## src/rtl/clock24_pkg.sv

```systemverilog
// Shared encodings and BCD helpers for the 24 h clock controller.
// Imported by the debounce sub-module and the controller top.
package clock24_pkg;

  typedef enum logic [1:0] {
    MODE_RUN     = 2'd0,
    MODE_SET_HR  = 2'd1,
    MODE_SET_MIN = 2'd2
  } mode_e;

  localparam logic [7:0] HR_MAX  = 8'h23;
  localparam logic [7:0] MIN_MAX = 8'h59;

  // Bits needed to hold 0..n-1
  function automatic int ms_w(input int n);
    return (n < 2) ? 1 : $clog2(n);
  endfunction

  // {wrap, next}: BCD +1 with wrap to 00 at max
  function automatic logic [8:0] bcd_inc(
    input logic [7:0] v,
    input logic [7:0] max
  );
    logic [8:0] r;
    if (v == max)
      r = 9'h100;
    else if (v[3:0] == 4'd9)
      r = {1'b0, v[7:4] + 4'd1, 4'd0};
    else
      r = {1'b0, v[7:4], v[3:0] + 4'd1};
    return r;
  endfunction

endpackage

```

## src/rtl/button_debounce.sv

```systemverilog
// Button synchroniser, tick-based debouncer, press edge
// detector and optional auto-repeat pulse generator.
module button_debounce
  import clock24_pkg::*;
#(
  parameter int DEBOUNCE_MS     = 20,
  parameter bit REPEAT_EN       = 1'b0,
  parameter int REPEAT_DELAY_MS = 500,
  parameter int REPEAT_RATE_MS  = 200
) (
  input  logic clk,
  input  logic rst_n,
  input  logic tick,
  input  logic raw,
  input  logic clr,
  output logic pulse
);

  localparam int DW = ms_w(DEBOUNCE_MS);

  logic          s1;
  logic          s2;
  logic          level;
  logic          level_d;
  logic          rpt_fire;
  logic [DW-1:0] db_cnt;

  always_ff @(posedge clk or negedge rst_n) begin
    if (!rst_n) begin
      s1      <= 1'b0;
      s2      <= 1'b0;
      level   <= 1'b0;
      level_d <= 1'b0;
      pulse   <= 1'b0;
      db_cnt  <= '0;
    end else begin
      s1      <= raw;
      s2      <= s1;
      level_d <= level;
      pulse   <= (level & ~level_d) | rpt_fire;
      if (tick) begin
        if (s2 == level)
          db_cnt <= '0;
        else if (db_cnt == DW'(DEBOUNCE_MS - 1)) begin
          level  <= s2;
          db_cnt <= '0;
        end else
          db_cnt <= db_cnt + DW'(1);
      end
    end
  end

  generate
    if (REPEAT_EN) begin : g_rpt
      localparam int RMAX = (REPEAT_DELAY_MS > REPEAT_RATE_MS)
                          ? REPEAT_DELAY_MS : REPEAT_RATE_MS;
      localparam int RW = ms_w(RMAX);

      logic [RW-1:0] r_cnt;
      logic [RW-1:0] r_lim;
      logic          r_phase;

      // First repeat waits the long delay, later ones the rate
      assign r_lim = r_phase ? RW'(REPEAT_RATE_MS - 1)
                             : RW'(REPEAT_DELAY_MS - 1);
      assign rpt_fire = level & ~clr & tick & (r_cnt == r_lim);

      always_ff @(posedge clk or negedge rst_n) begin
        if (!rst_n) begin
          r_cnt   <= '0;
          r_phase <= 1'b0;
        end else if (!level || clr) begin
          r_cnt   <= '0;
          r_phase <= 1'b0;
        end else if (tick) begin
          if (r_cnt == r_lim) begin
            r_cnt   <= '0;
            r_phase <= 1'b1;
          end else
            r_cnt <= r_cnt + RW'(1);
        end
      end
    end else begin : g_no_rpt
      logic unused_clr;
      assign unused_clr = clr;
      assign rpt_fire   = 1'b0;
    end
  endgenerate

endmodule

```

## src/rtl/clock_mode_controller.sv

```systemverilog
// 24 h clock mode FSM, BCD time counters, set-mode blink
// and prescaler gating.
module clock_mode_controller
  import clock24_pkg::*;
#(
  parameter int DEBOUNCE_MS     = 20,
  parameter int REPEAT_DELAY_MS = 500,
  parameter int REPEAT_RATE_MS  = 200,
  parameter int BLINK_MS        = 250
) (
  input  logic       clk,
  input  logic       rst_n,
  input  logic       tick_1khz,
  input  logic       tick_min,
  input  logic       btn_mode,
  input  logic       btn_inc,
  output logic       prescaler_start,
  output logic [7:0] hours_bcd,
  output logic [7:0] minutes_bcd,
  output logic [1:0] mode,
  output logic       blink
);

  localparam int BW = ms_w(BLINK_MS);

  mode_e         mode_q;
  mode_e         mode_n;
  logic          mode_press;
  logic          inc_press;
  logic          mode_chg;
  logic [8:0]    hr_inc;
  logic [8:0]    min_inc;
  logic [7:0]    hr_n;
  logic [7:0]    min_n;
  logic          blink_n;
  logic [BW-1:0] blink_cnt;
  logic [BW-1:0] blink_cnt_n;

  button_debounce #(
    .DEBOUNCE_MS (DEBOUNCE_MS),
    .REPEAT_EN   (1'b0)
  ) u_mode_btn (
    .clk   (clk),
    .rst_n (rst_n),
    .tick  (tick_1khz),
    .raw   (btn_mode),
    .clr   (1'b0),
    .pulse (mode_press)
  );

  button_debounce #(
    .DEBOUNCE_MS     (DEBOUNCE_MS),
    .REPEAT_EN       (1'b1),
    .REPEAT_DELAY_MS (REPEAT_DELAY_MS),
    .REPEAT_RATE_MS  (REPEAT_RATE_MS)
  ) u_inc_btn (
    .clk   (clk),
    .rst_n (rst_n),
    .tick  (tick_1khz),
    .raw   (btn_inc),
    .clr   (mode_chg),
    .pulse (inc_press)
  );

  assign mode_chg = (mode_n != mode_q);
  assign hr_inc   = bcd_inc(hours_bcd, HR_MAX);
  assign min_inc  = bcd_inc(minutes_bcd, MIN_MAX);
  assign mode     = mode_q;

  always_ff @(posedge clk or negedge rst_n) begin
    if (!rst_n)
      mode_q <= MODE_RUN;
    else
      mode_q <= mode_n;
  end

  always_comb begin
    mode_n = mode_q;
    if (mode_press) begin
      unique case (mode_q)
        MODE_RUN:    mode_n = MODE_SET_HR;
        MODE_SET_HR: mode_n = MODE_SET_MIN;
        default:     mode_n = MODE_RUN;
      endcase
    end
  end

  // Increments use the current mode, so a coincident mode press
  // never swallows them
  always_comb begin
    hr_n  = hours_bcd;
    min_n = minutes_bcd;
    unique case (1'b1)
      (mode_q == MODE_RUN) && tick_min: begin
        min_n = min_inc[7:0];
        if (min_inc[8])
          hr_n = hr_inc[7:0];
      end
      (mode_q == MODE_SET_HR) && inc_press:
        hr_n = hr_inc[7:0];
      (mode_q == MODE_SET_MIN) && inc_press:
        min_n = min_inc[7:0];
      default: ;
    endcase
  end

  always_comb begin
    blink_n     = blink;
    blink_cnt_n = blink_cnt;
    if (mode_n == MODE_RUN) begin
      blink_n     = 1'b0;
      blink_cnt_n = '0;
    end else if (mode_chg) begin
      blink_n     = 1'b1;
      blink_cnt_n = '0;
    end else if (tick_1khz) begin
      if (blink_cnt == BW'(BLINK_MS - 1)) begin
        blink_n     = ~blink;
        blink_cnt_n = '0;
      end else
        blink_cnt_n = blink_cnt + BW'(1);
    end
  end

  always_ff @(posedge clk or negedge rst_n) begin
    if (!rst_n) begin
      hours_bcd       <= 8'h00;
      minutes_bcd     <= 8'h00;
      blink           <= 1'b0;
      blink_cnt       <= '0;
      prescaler_start <= 1'b0;
    end else begin
      hours_bcd       <= hr_n;
      minutes_bcd     <= min_n;
      blink           <= blink_n;
      blink_cnt       <= blink_cnt_n;
      prescaler_start <= (mode_n == MODE_RUN);
    end
  end

endmodule
```

## config.mk

```make
export PLATFORM = sky130hd
export DESIGN_NAME = clock_mode_controller
export DESIGN_NICKNAME = d
export VERILOG_FILES = /design/src/rtl/clock24_pkg.sv /design/src/rtl/button_debounce.sv /design/src/rtl/clock_mode_controller.sv
export SDC_FILE = /design/constraint.sdc
export NUM_CORES = 1
export LEC_CHECK = 0
export BUFFER_PORTS_ARGS = -buffer_cell sky130_fd_sc_hd__buf_2
export CELL_PAD_IN_SITES_DETAIL_PLACEMENT = 2
export CELL_PAD_IN_SITES_GLOBAL_PLACEMENT = 2
export CORE_ASPECT_RATIO = 1.4
export CORE_MARGIN = 4
export CORE_UTILIZATION = 39
export CTS_CLUSTER_SIZE = 24
export DETAILED_ROUTE_END_ITERATION = 10
export PLACE_DENSITY = 0.87
export SLEW_MARGIN = 30
export SYNTH_ARGS = -nofsm -noshare
export SYNTH_HDL_FRONTEND = slang
export SYNTH_SLANG_ARGS = --single-unit
```

## constraint.sdc

```tcl
create_clock -name clk -period 2 [get_ports clk]
set_input_delay 0.2 -clock clk [delete_from_list [all_inputs] [get_ports clk]]
set_output_delay 0.2 -clock clk [all_outputs]
set_load 0.01 [all_outputs]
```

# == Yosys cells after proc, flatten, opt, wreduce, memory -nomap -nowiden ==
# Cells that the tools add are included.
# W data, S select, Z words.
# classes
n_addsub,8
n_eq_ne,14
mux,27
bitwise_logic,12
reduce_logical,20
# op_table
cell,n
$mux W8,8
$mux W9,5
$mux W5,4
$add A4 B1 Y4 const B,4
$pmux W8 S2,1
$add A5 B1 Y5 const B,2
$eq A5 B5 Y1 const B,2
$add A9 B1 Y9 const B,1
$eq A9 B9 Y1,1
$add A8 B1 Y8 const B,1
$eq A4 B4 Y1 const B,2
$eq A8 B6 Y1 const B,1
$eq A8 B7 Y1 const B,1
$eq A8 B8 Y1 const B,1
$reduce_and A2 Y1,4
$reduce_bool A2 Y1,4
$mux W1,7
$not A1 Y1,6
$reduce_and A3 Y1,2
$reduce_bool A3 Y1,2
$and A1 B1 Y1,5
$logic_not A2 Y1,2
$pmux W2 S2,1
$logic_and A1 B1 Y1,3
other kinds (10),11
# word_totals
register_bits,58
input_bits,6
output_inout_bits,20

# == Logic depth before layout (Yosys ltp) ==
# depth
ltp_word,9
depth_mapped,6
depth_no_buf,6

# == Modules after synthesis ==
# Synthesis repeated with hierarchy kept, for this count alone.
# hier_totals
cells_unflattened,276
hier_area_um2,2977.9
# modules_own_cells
module,n_inst,cells_per_inst,area_per_inst_um2
clock_mode_controller,1,145,1542.7
button_debounce at u_inc_btn,1,91,960.9
button_debounce at u_mode_btn,1,40,474.2

# == Worst setup path after synthesis ==
# OpenSTA, ideal clock, no wires.
# synth_path
path_type,reg-to-reg
start,register minutes_bcd[5]
end,register hours_bcd[7]
setup_ns,0.126
t_arrival_ns,1.715
t_required_ns,1.874
path_slack_ns,0.159
path_stages_with_launch,7
path_buffers,0
cell_sequence,dfrtp_1 inv_1 ha_1 and3b_1 a32oi_4 or4_4 xnor2_2
# synth_via
elab_chain_len,4
# synth_rtl
element,line,text
start: declaration,clock_mode_controller.sv:19,"output logic [7:0] minutes_bcd,"
start signal: assignment,clock_mode_controller.sv:134,minutes_bcd <= min_n;
$eq A8 B7 Y1,clock24_pkg.sv:25,if (v == max)
$mux W9,clock24_pkg.sv:25,
$ne A2 B2 Y1 (no line),--,
$reduce_and A2 Y1 (no line),--,
end signal: assignment,clock_mode_controller.sv:133,hours_bcd <= hr_n;
end: declaration,clock_mode_controller.sv:18,"output logic [7:0] hours_bcd,"
# Every way passes these cells.
# A chain may end at the register's enable or synchronous reset.

# == Worst setup path in the final report ==
# Same ends and word-level chain as after synthesis.

==> flow_summary.json <==
{
  "fin_skew_ps": 4.190,
  "drv_cap": 0,
  "slowest_delay_ps": 570,
  "synth_top_area_share": 0.4949,
  "fin_tns_setup_ps": 0,
  "synth_edf_count": 0,
  "syn_to_final_growth_pct": 20.90,
  "htreeDepth": 3,
  "path_clk_slew_ps": 70,
  "drc": 0,
  "synth_common_cells": "dfrtp_1, nor2_1, xor2_1",
  "grt_util_all_layers": 0.1880,
  "path_class": "flop to flop",
  "drtIter0Drc": 57,
  "fin_ws_ps": 67.98,
  "vias_per_cell": 5.561,
  "dieHeight_um": 110.6,
  "power_leakage_nw": 1.621,
  "diodes": 0,
  "async_flop_share": 1.000,
  "crit_chain": "inv_1 > ha_1 > and3b_2 > a32oi_4 > or4_4 > xnor2_2",
  "synthTopCellsByArea": "dfrtp_1, ha_1, xor2_1",
  "fmax_ghz": 0.5176,
  "ys_types": 60,
  "crit_family": "simple AND/OR/NAND/NOR gates",
  "syn-cell-area_sq_um": 2933,
  "synthCells": 266,
  "power_density_nw_per_um2": 864.4,
  "clock_path_buffers": 2,
  "post-synth-top-area-cell": "dfrtp_1",
  "critPathSlowestCell": "or4_4",
  "timing_hold_violations_final": 0,
  "first_global_vias": 2568,
  "setup_viol": 0,
  "grt_pass1_wl_um": 12880,
  "crit_buf_inv": 1,
  "antenna_found_initial": 0,
  "synth-seq-cells": 58,
  "cts_tree": "done",
  "row_count": 37,
  "ys_seq_area_frac": 0.4949,
  "clock_sinks": 58,
  "hp-class": "primary input to flop",
  "synth-main-ff-cell": "dfrtp_1",
  "initial_utilization": 0.3984,
  "vias": 2319,
  "dieArea_sq_um": 8991,
  "cp_data_arrival_time_ps": 2170,
  "critPathMaxFanout": 5,
  "root_buffer": "clkbuf_8",
  "fin_nets": 334,
  "max_slew_margin": 0.6553,
  "final_max_slew_viol_count": 0,
  "cts-buffers-inserted": 9,
  "grt_max_degree": 59,
  "min_period_ps": 1932,
  "core_sq_um": 7361,
  "worst_slew_pin_slew_ps": 513.6,
  "drtPass1Iterations": 4,
  "synth_fp_nets": 285,
  "dp_hpwl_um": 5279,
  "endpoint_kind": "flop",
  "avgSynthCellArea_sq_um": 11.03,
  "synth_most_common_cell": "dfrtp_1",
  "ir_worst_vdd_uv": 453.0,
  "yosys_warnings": 0,
  "ios": 26,
  "ant_nets": 0,
  "period_share": 0.9660,
  "critPathRequiredTime_ps": 2240,
  "clock_latency_ps": 350,
  "place_ws_ps": 32.28,
  "drive_gt1_frac": 0.2375,
  "rsz0062_at_grt": "true",
  "fp.dieW_um": 81.29,
  "drt_wl_total_um": 7961,
  "place.gp.congestion": 0.8019,
  "utilization": 0.4817,
  "startpoint_type": "flop",
  "overflow": 0,
  "wl_per_cell_um": 19.09,
  "outcome": "complete, no violations",
  "io_buffer_count": 25
}
cell type report:
cell class	instances	area [sq um]
clock inverters	1	5.005
multi-input cells	191	1446
clock buffers	15	196.4
well taps	97	121.4
flip-flops and latches	58	1451
repair buffers	43	280.3
inverters	12	45.04
fillers	741	3815
routing by layer:
metal  vias up  global-route usage  share of wire
met2        32              0.3460           0.57
met1      1207              0.1943           0.39
met3        11             0.04976          0.029
met5         -                   0              0
met4         0             0.07215          0.019
li1       1069                   -              -
worst min-delay path, cell delays in order:
cell	delay, ps
buf_2	100
inv_2	130
o2bb2ai_1	160
power by group:
part	internal, mW	switching [mW]	leakage, nW	total, mW
sequential	1.28	0.119	0.768	1.40
combinational	0.265	0.313	0.748	0.578
clock	0.618	0.471	0.106	1.09
total	2.16	0.902	1.62	3.07
final timing paths:
check | startpoint | end | slack, ps | cells past startpoint
setup / recovery | minutes_bcd[5] | hours_bcd[7] | 70 | 6
hold / removal | tick_1khz | u_inc_btn.db_cnt[1] | 280 | 3
setup reg to reg | minutes_bcd[5] | hours_bcd[7] | 70 | 6
hold reg to reg | u_mode_btn.s1 | u_mode_btn.s2 | 350 | 0
max in group asynchronous | rst_n | minutes_bcd[1] | 1360 | 3
min in group asynchronous | rst_n | hours_bcd[7] | 370 | 3
sequential cells by signal (all words and copies together), names as in the netlist, 2 cells and up:
name                   cells
u_inc_btn.db_cnt           5
u_inc_btn.g_rpt.r_cnt      9
blink_cnt                  8
mode                       2
hours_bcd                  8
minutes_bcd                8
u_mode_btn.db_cnt          5
kinds of logic after synthesis:
family,synth area share
xor+xnor,0.05930
mux,0.04480
simple gates,0.1741
flops,0.4949
fa+ha+maj,0.05546
buf+inv,0.02560
compound gates,0.1459
cell usage in the layout, fill, tap and decap left out, types with 2 or more instances in the layout:
cell type,instances
nand2b_1,6
dlygate4sd3_1,3
and4_1,2
or3_1,2
mux2i_1,3
o21bai_1,2
nor2_1,24
clkbuf_8,14
o2bb2ai_1,5
dfrtp_1,58
or4_1,2
o21ai_0,13
o32ai_1,2
and3_1,5
nand2_1,12
nand3_1,6
a32o_1,2
a21oi_1,4
buf_2,25
ha_1,13
o22ai_1,3
nor2b_1,5
inv_1,11
and3b_2,2
nand3b_1,3
a21o_1,2
o211ai_1,2
nor4_1,3
o31ai_1,3
mux2_2,9
buf_4,14
nor4bb_1,2
nand4_1,3
xor2_1,17
o2111ai_1,6
per-stage QoR:
stage | instance area (sq um) | total power [mW] | hold slack [ps] | instances
detailed placement | 3244 | 1.979 | 235.3 | 393
finish | 3546 | 3.065 | 277.4 | 417
CTS | 3481 | 3.094 | 273.2 | 412
global placement | 3244 | 1.921 | 232.8 | 393
floorplan | 2933 | 1.702 | -95.59 | 266
global route | 3546 | 3.268 | 308.7 | 417
timing repair:
action | 4_1_cts | 5_1_grt
gates resized for setup | 1 | 4
endpoints found under the hold margin | 60 | 0
gates cloned | 0 | 1
setup endpoints to repair | 1 | 6
pin swaps | 0 | 1
buffers inserted | 0 | 4
hold buffers | 3 | 0
(Power assumes the default switching activity.)
